`config.mk`:
```
export PLATFORM = sky130hd
export DESIGN_NAME = memory_game_ctrl
export DESIGN_NICKNAME = d
export VERILOG_FILES = /design/src/rtl/memory_game_pkg.sv /design/src/rtl/digit_entry_shreg.sv /design/src/rtl/memory_game_ctrl.sv
export SDC_FILE = /design/constraint.sdc
export NUM_CORES = 1
export LEC_CHECK = 0
export CORE_ASPECT_RATIO = 1.2
export CORE_MARGIN = 5
export CORE_UTILIZATION = 30
export CTS_CLUSTER_DIAMETER = 120
export DETAILED_ROUTE_END_ITERATION = 6
export GPL_ROUTABILITY_DRIVEN = 0
export PLACE_DENSITY = 0.54
export REMOVE_ABC_BUFFERS = 1
export SLEW_MARGIN = 40
export SYNTH_ARGS = -nofsm -noshare
export SYNTH_HDL_FRONTEND = slang
export SYNTH_SLANG_ARGS = --single-unit
```
`constraint.sdc`:
```
create_clock -name clk -period 2.1 [get_ports clk]
set_input_delay 0.42 -clock clk [delete_from_list [all_inputs] [get_ports clk]]
set_output_delay 0.42 -clock clk [all_outputs]
set_load 0.005 [all_outputs]
```
`src/rtl/memory_game_pkg.sv`:
```
// Shared constants and state encoding for the memorization-game round sequencer.
package memory_game_pkg;

   localparam int DIGITS  = 4;
   localparam int DIGIT_W = 4;
   localparam int BCD_MAX = 9;
   localparam int CODE_W  = DIGITS * DIGIT_W;
   localparam int CNT_W   = $clog2(DIGITS + 1);

   localparam logic [2:0] ST_IDLE_ENC  = 3'd0;
   localparam logic [2:0] ST_LOAD_ENC  = 3'd1;
   localparam logic [2:0] ST_SHOW_ENC  = 3'd2;
   localparam logic [2:0] ST_ENTRY_ENC = 3'd3;
   localparam logic [2:0] ST_CHECK_ENC = 3'd4;
   localparam logic [2:0] ST_WIN_ENC   = 3'd5;
   localparam logic [2:0] ST_LOSE_ENC  = 3'd6;

   typedef enum logic [2:0] {
      ST_IDLE  = ST_IDLE_ENC,
      ST_LOAD  = ST_LOAD_ENC,
      ST_SHOW  = ST_SHOW_ENC,
      ST_ENTRY = ST_ENTRY_ENC,
      ST_CHECK = ST_CHECK_ENC,
      ST_WIN   = ST_WIN_ENC,
      ST_LOSE  = ST_LOSE_ENC
   } state_e;

endpackage

```
`src/rtl/digit_entry_shreg.sv`:
```
// Collects up to DIGITS BCD digits into a right-aligned shift register; non-BCD digits are dropped.
module digit_entry_shreg
   import memory_game_pkg::*;
(
   input  logic               clk,
   input  logic               rst,
   input  logic               clr,
   input  logic               en,
   input  logic [DIGIT_W-1:0] digit,
   input  logic               valid,
   output logic [CODE_W-1:0]  value,
   output logic [CNT_W-1:0]   count
);

   logic [CODE_W-1:0] value_q, value_d;
   logic [CNT_W-1:0]  count_q, count_d;
   logic              accept;

   always_comb begin
      accept  = en && valid && (digit <= DIGIT_W'(BCD_MAX)) && (count_q < CNT_W'(DIGITS));
      value_d = value_q;
      count_d = count_q;
      if (clr) begin
         value_d = '0;
         count_d = '0;
      end else if (accept) begin
         value_d = {value_q[CODE_W-DIGIT_W-1:0], digit};
         count_d = count_q + CNT_W'(1);
      end
   end

   always_ff @(posedge clk) begin
      if (rst) begin
         value_q <= '0;
         count_q <= '0;
      end else begin
         value_q <= value_d;
         count_q <= count_d;
      end
   end

   assign value = value_q;
   assign count = count_q;

endmodule

```
`src/rtl/memory_game_ctrl.sv`:
```
// Round sequencer: capture code, show it, collect 4 digits, report win/lose, track score.
// Optional entry timeout is built when ENTRY_TIMEOUT_EN is defined.
//
// state | meaning
// IDLE  | waiting for start
// LOAD  | capture code, clear entry, load show timer
// SHOW  | code displayed for show_len cycles
// ENTRY | accepting user digits
// CHECK | compare entry against captured code
// WIN   | win held RESULT_CYCLES, then next round
// LOSE  | lose held RESULT_CYCLES, then IDLE
module memory_game_ctrl
   import memory_game_pkg::*;
#(
   parameter int SHOW_CYCLES    = 64,
   parameter int SHOW_STEP      = 8,
   parameter int SHOW_MIN       = 16,
   parameter int RESULT_CYCLES  = 32,
   parameter int SCORE_W        = 8,
   parameter int TIMEOUT_CYCLES = 256
) (
   input  logic               clk,
   input  logic               rst,
   input  logic               start,
   input  logic [15:0]        rand_int,
   input  logic [3:0]         digit_in,
   input  logic               digit_valid,
   output logic               show_en,
   output logic [15:0]        show_value,
   output logic [15:0]        entry_value,
   output logic [2:0]         digits_entered,
   output logic               win,
   output logic               lose,
   output logic [SCORE_W-1:0] score,
   output logic               busy
);

   localparam int SHOW_W = $clog2(SHOW_CYCLES + 1);
   localparam int RES_W  = $clog2(RESULT_CYCLES + 1);

   state_e             state_q, state_d;
   logic [CODE_W-1:0]  code_q, code_d;
   logic [SHOW_W-1:0]  show_len_q, show_len_d;
   logic [SHOW_W-1:0]  show_cnt_q, show_cnt_d;
   logic [RES_W-1:0]   res_cnt_q, res_cnt_d;
   logic [SCORE_W-1:0] score_q, score_d;

   logic               entry_clr;
   logic               entry_en;
   logic [CODE_W-1:0]  entry_val;
   logic [CNT_W-1:0]   entry_cnt;
   logic               digit_acc;
   logic               go_win;
   logic               go_lose;

`ifdef ENTRY_TIMEOUT_EN
   localparam int TMO_W = $clog2(TIMEOUT_CYCLES + 1);
   logic [TMO_W-1:0]   tmo_q, tmo_d;
`endif

   assign entry_en  = (state_q == ST_ENTRY);
   assign digit_acc = entry_en && digit_valid && (digit_in <= DIGIT_W'(BCD_MAX))
                      && (entry_cnt < CNT_W'(DIGITS));

   digit_entry_shreg u_entry (
      .clk   (clk),
      .rst   (rst),
      .clr   (entry_clr),
      .en    (entry_en),
      .digit (digit_in),
      .valid (digit_valid),
      .value (entry_val),
      .count (entry_cnt)
   );

   always_comb begin
      state_d    = state_q;
      code_d     = code_q;
      show_len_d = show_len_q;
      show_cnt_d = show_cnt_q;
      res_cnt_d  = res_cnt_q;
      score_d    = score_q;
      entry_clr  = 1'b0;
      go_win     = 1'b0;
      go_lose    = 1'b0;
`ifdef ENTRY_TIMEOUT_EN
      tmo_d      = tmo_q;
`endif

      case (state_q)
         ST_IDLE: begin
            if (start) state_d = ST_LOAD;
         end
         ST_LOAD: begin
            code_d     = rand_int;
            entry_clr  = 1'b1;
            show_cnt_d = show_len_q;
            state_d    = ST_SHOW;
`ifdef ENTRY_TIMEOUT_EN
            tmo_d      = '0;
`endif
         end
         ST_SHOW: begin
            if (show_cnt_q == SHOW_W'(1)) state_d = ST_ENTRY;
            else                          show_cnt_d = show_cnt_q - SHOW_W'(1);
         end
         ST_ENTRY: begin
            if (digit_acc && (entry_cnt == CNT_W'(DIGITS - 1))) state_d = ST_CHECK;
`ifdef ENTRY_TIMEOUT_EN
            if (digit_acc)                                tmo_d   = '0;
            else if (tmo_q == TMO_W'(TIMEOUT_CYCLES - 1)) go_lose = 1'b1;
            else                                          tmo_d   = tmo_q + TMO_W'(1);
`endif
         end
         ST_CHECK: begin
            if (entry_val == code_q) go_win  = 1'b1;
            else                     go_lose = 1'b1;
         end
         ST_WIN: begin
            if (res_cnt_q == RES_W'(1)) state_d = ST_LOAD;
            else                        res_cnt_d = res_cnt_q - RES_W'(1);
         end
         ST_LOSE: begin
            if (res_cnt_q == RES_W'(1)) state_d = ST_IDLE;
            else                        res_cnt_d = res_cnt_q - RES_W'(1);
         end
         default: state_d = ST_IDLE;
      endcase

      // Result-entry side effects are shared by the CHECK path and the entry timeout.
      if (go_win) begin
         state_d   = ST_WIN;
         res_cnt_d = RES_W'(RESULT_CYCLES);
         if (score_q != '1) score_d = score_q + SCORE_W'(1);
         if (32'(show_len_q) >= 32'(SHOW_MIN + SHOW_STEP))
            show_len_d = show_len_q - SHOW_W'(SHOW_STEP);
         else
            show_len_d = SHOW_W'(SHOW_MIN);
      end
      if (go_lose) begin
         state_d    = ST_LOSE;
         res_cnt_d  = RES_W'(RESULT_CYCLES);
         score_d    = '0;
         show_len_d = SHOW_W'(SHOW_CYCLES);
      end
   end

   always_ff @(posedge clk) begin
      if (rst) begin
         state_q    <= ST_IDLE;
         code_q     <= '0;
         show_len_q <= SHOW_W'(SHOW_CYCLES);
         show_cnt_q <= '0;
         res_cnt_q  <= '0;
         score_q    <= '0;
      end else begin
         state_q    <= state_d;
         code_q     <= code_d;
         show_len_q <= show_len_d;
         show_cnt_q <= show_cnt_d;
         res_cnt_q  <= res_cnt_d;
         score_q    <= score_d;
      end
   end

`ifdef ENTRY_TIMEOUT_EN
   always_ff @(posedge clk) begin
      if (rst) tmo_q <= '0;
      else     tmo_q <= tmo_d;
   end
`endif

   assign show_en        = (state_q == ST_SHOW);
   assign show_value     = show_en ? code_q : '0;
   assign entry_value    = entry_val;
   assign digits_entered = entry_cnt;
   assign win            = (state_q == ST_WIN);
   assign lose           = (state_q == ST_LOSE);
   assign score          = score_q;
   assign busy           = (state_q != ST_IDLE);

endmodule

```
==> impl_results.md <==
* Status: finished clean
* CTS buffer count at 9
* Antenna diode count at 0
* Boundary pin count at approximately 70
* Flip-flop and latch count after synthesis at 63
* VDD IR max at ~0.36 mV
* Final hold violations at 0
* Post-synth EDFFs at 0
* Top FF cell, synth: dfxtp_1
* Router iterations before antenna repair at 4
* Mapped Cells at about 400
* Most common cell after layout, fill and taps aside: dfxtp_1
* FILL cells at approximately 1,100
* Critical path endpoint category: primary output
* Remaining DRCs at 0
* Cell taking the most area after synthesis: dfxtp_1
* CP Class: reg -> out
* Initial antenna violation count at 0
* Grt ovf at 0
* Total Routed Length at a little under 9000 um
* Routed vias at 3,001
* Die H at roughly 120 um
* Seq/Total Area, Yosys at 0.3904
* GR Util All Layers at 0.1387
* Clock Pin Slew Worst Setup and Hold Paths at about 50 ps
* Required time of the critical path at approximately 1700 ps
* First-pass GRT wire length at approximately 15,000 um
* Clock buffer depth at 2
* Met3 routed WL at around 560 um
* IO Port Bufs at 70
* Iteration-0 DRC Markers at between 100 and 150
* Avg Cell Area, Syn at 8.305 sq um
* Layout net count at 509
* # setup viols final at 0
* Final std cells w/o fill at 610
* Synth Warn # at 0
* RSZ-0062 raised after global routing: true
* P&R area growth vs syn at 40.67%
* Met2 Wirelength at ~4300 um
* Total Neg Setup Slack at 0 ps
* Worst hold path class: reg -> reg
* Post-Syn Area at ~3200 sq um
* Clk sinks at 63
* Number of global-route vias before repair at roughly 3,000
* Area of the die at roughly 13,000 sq um
* Pwr dens at about 1000 nW/um^2
* Largest net degree at the start of global routing at 22
* Antenna Nets Post-Route at 0
* Max layer used: met4
* M1 WL at about 3800 um
* Final period util at 0.9797
* H-tree lvl count at 3
* Cells after DPL at 588
* Max-cap viol count at 0
* Worst setup SP type: register
* Headroom to the max-slew limit at 0.6714
* Worst skew pair latency at 330 ps
* Share of layout cells above drive strength 1 at 0.1497
* Ys async rst share at 0
* Routed WL per cell at 14.53 um
* Cts hold-fix bufs at 0
* Most frequent cells in the layout: dfxtp_1 (62), nand2_1 (54), clkdlybuf4s50_1 (51), nor2_1 (37), a21oi_1 (33)
* CP max FO at 9
* CTS tree: yes
* Leakage at around 1.8 nW
* Main area contributors after synthesis: dfxtp_1 (39%), nand2_1 (6.3%), mux2i_1 (5.3%)
* Min Tclk post-route at around 2000 ps
* DP Wirelength at roughly 6400 um
* Core footprint at between 10,000 and 15,000 sq um
* Worst EP arrival at 1640 ps
* Num rows at just over 40
* Clock tree root buffer cell: clkbuf_16
* Number of vias per cell at approximately 4.9
* Slew Viols, Final at 0
* Max Freq at 486.1 MHz
* Least-Margin Pin Slew at roughly 500 ps
* Fin Clk Skew at 3.679 ps
* Initial Util at 0.3072
* Top-area cell type share of the netlist area at 0.3904
* Die Span X at between 100 and 150 um
* Netlist cell types at between 50 and 60
flip-flops by register name, summed over array words and instances, names as in the netlist:
name	cells
show_len_q	4
score	8
res_cnt_q	6
code_q	16
show_cnt_q	7
u_entry.value	16
u_entry.count	3
state_q	3
worst max-delay path, cell delays in order, from the launching register on:
cell and delay [ps]:
dfxtp_1 300, or3b_4 430, buf_6 140, clkinvlp_4 110, and2_1 130, clkdlybuf4s15_1 190
kinds of logic (layout without fill, tap and decap cells):
family / Yosys count / in the layout / synth area share
DFF: 63 / 63 / 0.3904
adders and majority gates: 10 / 10 / 0.03796
xor gates and xnor gates: 22 / 22 / 0.05964
and+or+nand+nor: 170 / 170 / 0.2630
muxes: 18 / 18 / 0.05616
AOI/OAI and AO/OA: 73 / 73 / 0.1456
buffers and inverters: 33 / 125 / 0.04725
Yosys cell counts, types with 11 or more instances:
cell type,count
nor2_1,37
a21oi_1,33
nand3_1,11
and2_1,17
xnor2_1,17
o21ai_0,12
dfxtp_1,63
nand2_1,54
nor3_1,13
mux2i_1,17
power breakdown:
group	internal [W]	total [W]	switching, W
combinational	0.000682	0.00157	0.000886
sequential	0.00133	0.00145	0.000115
clock	0.00108	0.00159	0.000513
total	0.00309	0.00461	0.00151
through the flow:
| stage | area, sq um | setup WS [ps] | utilization | hold slack, ps | total power, W |
|---|---|---|---|---|---|
| 2_1_floorplan | 3119 | -244.4 | - | 451.2 | 0.002379 |
| 3_3_place_gp | 4172 | 66.54 | 0.3967 | 464.1 | 0.002952 |
| 3_5_place_dp | 4172 | 69.00 | 0.3967 | 477.6 | 0.002979 |
| 4_1_cts | 4517 | -184.0 | 0.4295 | 484.6 | 0.004632 |
| 5_1_grt | 4544 | -50.15 | 0.4321 | 507.6 | 0.004910 |
| 6_report | 4544 | 42.68 | 0.4321 | 484.3 | 0.004606 |
layout make-up:
type / count / area [sq um] / area share
tap: 129 / 161.4 / 0.03552
timing repair buffer: 96 / 908.4 / 0.1999
timing repair inverter: 2 / 12.51 / 0.002753
inverter: 11 / 46.29 / 0.01019
clock inverter: 2 / 35.03 / 0.007709
sequential: 63 / 1262 / 0.2778
clock buffer: 14 / 294.0 / 0.06470
multi-input combinational: 293 / 1824 / 0.4014
per-layer routing:
metal,vias to the layer above,GRT usage
li1,1520,-
met1,1386,0.1567
met2,84,0.2441
met3,11,0.04251
met4,0,0.05596
met5,-,0
final timing paths:
kind	startpoint	to	slack [ps]	depth (start not counted)
setup reg to reg	state_q[0]$_SDFFE_PP0P_	show_cnt_q[5]$_SDFFE_PP0P_	200	9
hold reg to reg	code_q[10]$_SDFFE_PP0P_	code_q[10]$_SDFFE_PP0P_	480	2
setup / recovery	state_q[0]$_SDFFE_PP0P_	show_value[12]	40	5
hold / removal	code_q[10]$_SDFFE_PP0P_	code_q[10]$_SDFFE_PP0P_	480	2
repair_timing:
action,in CTS,in global routing
cloned,1,1
setup endpoints to repair,18,5
setup buffers,2,2
pin swaps,0,1
gates resized for setup,19,25
Power figures use the tool's default switching activity.
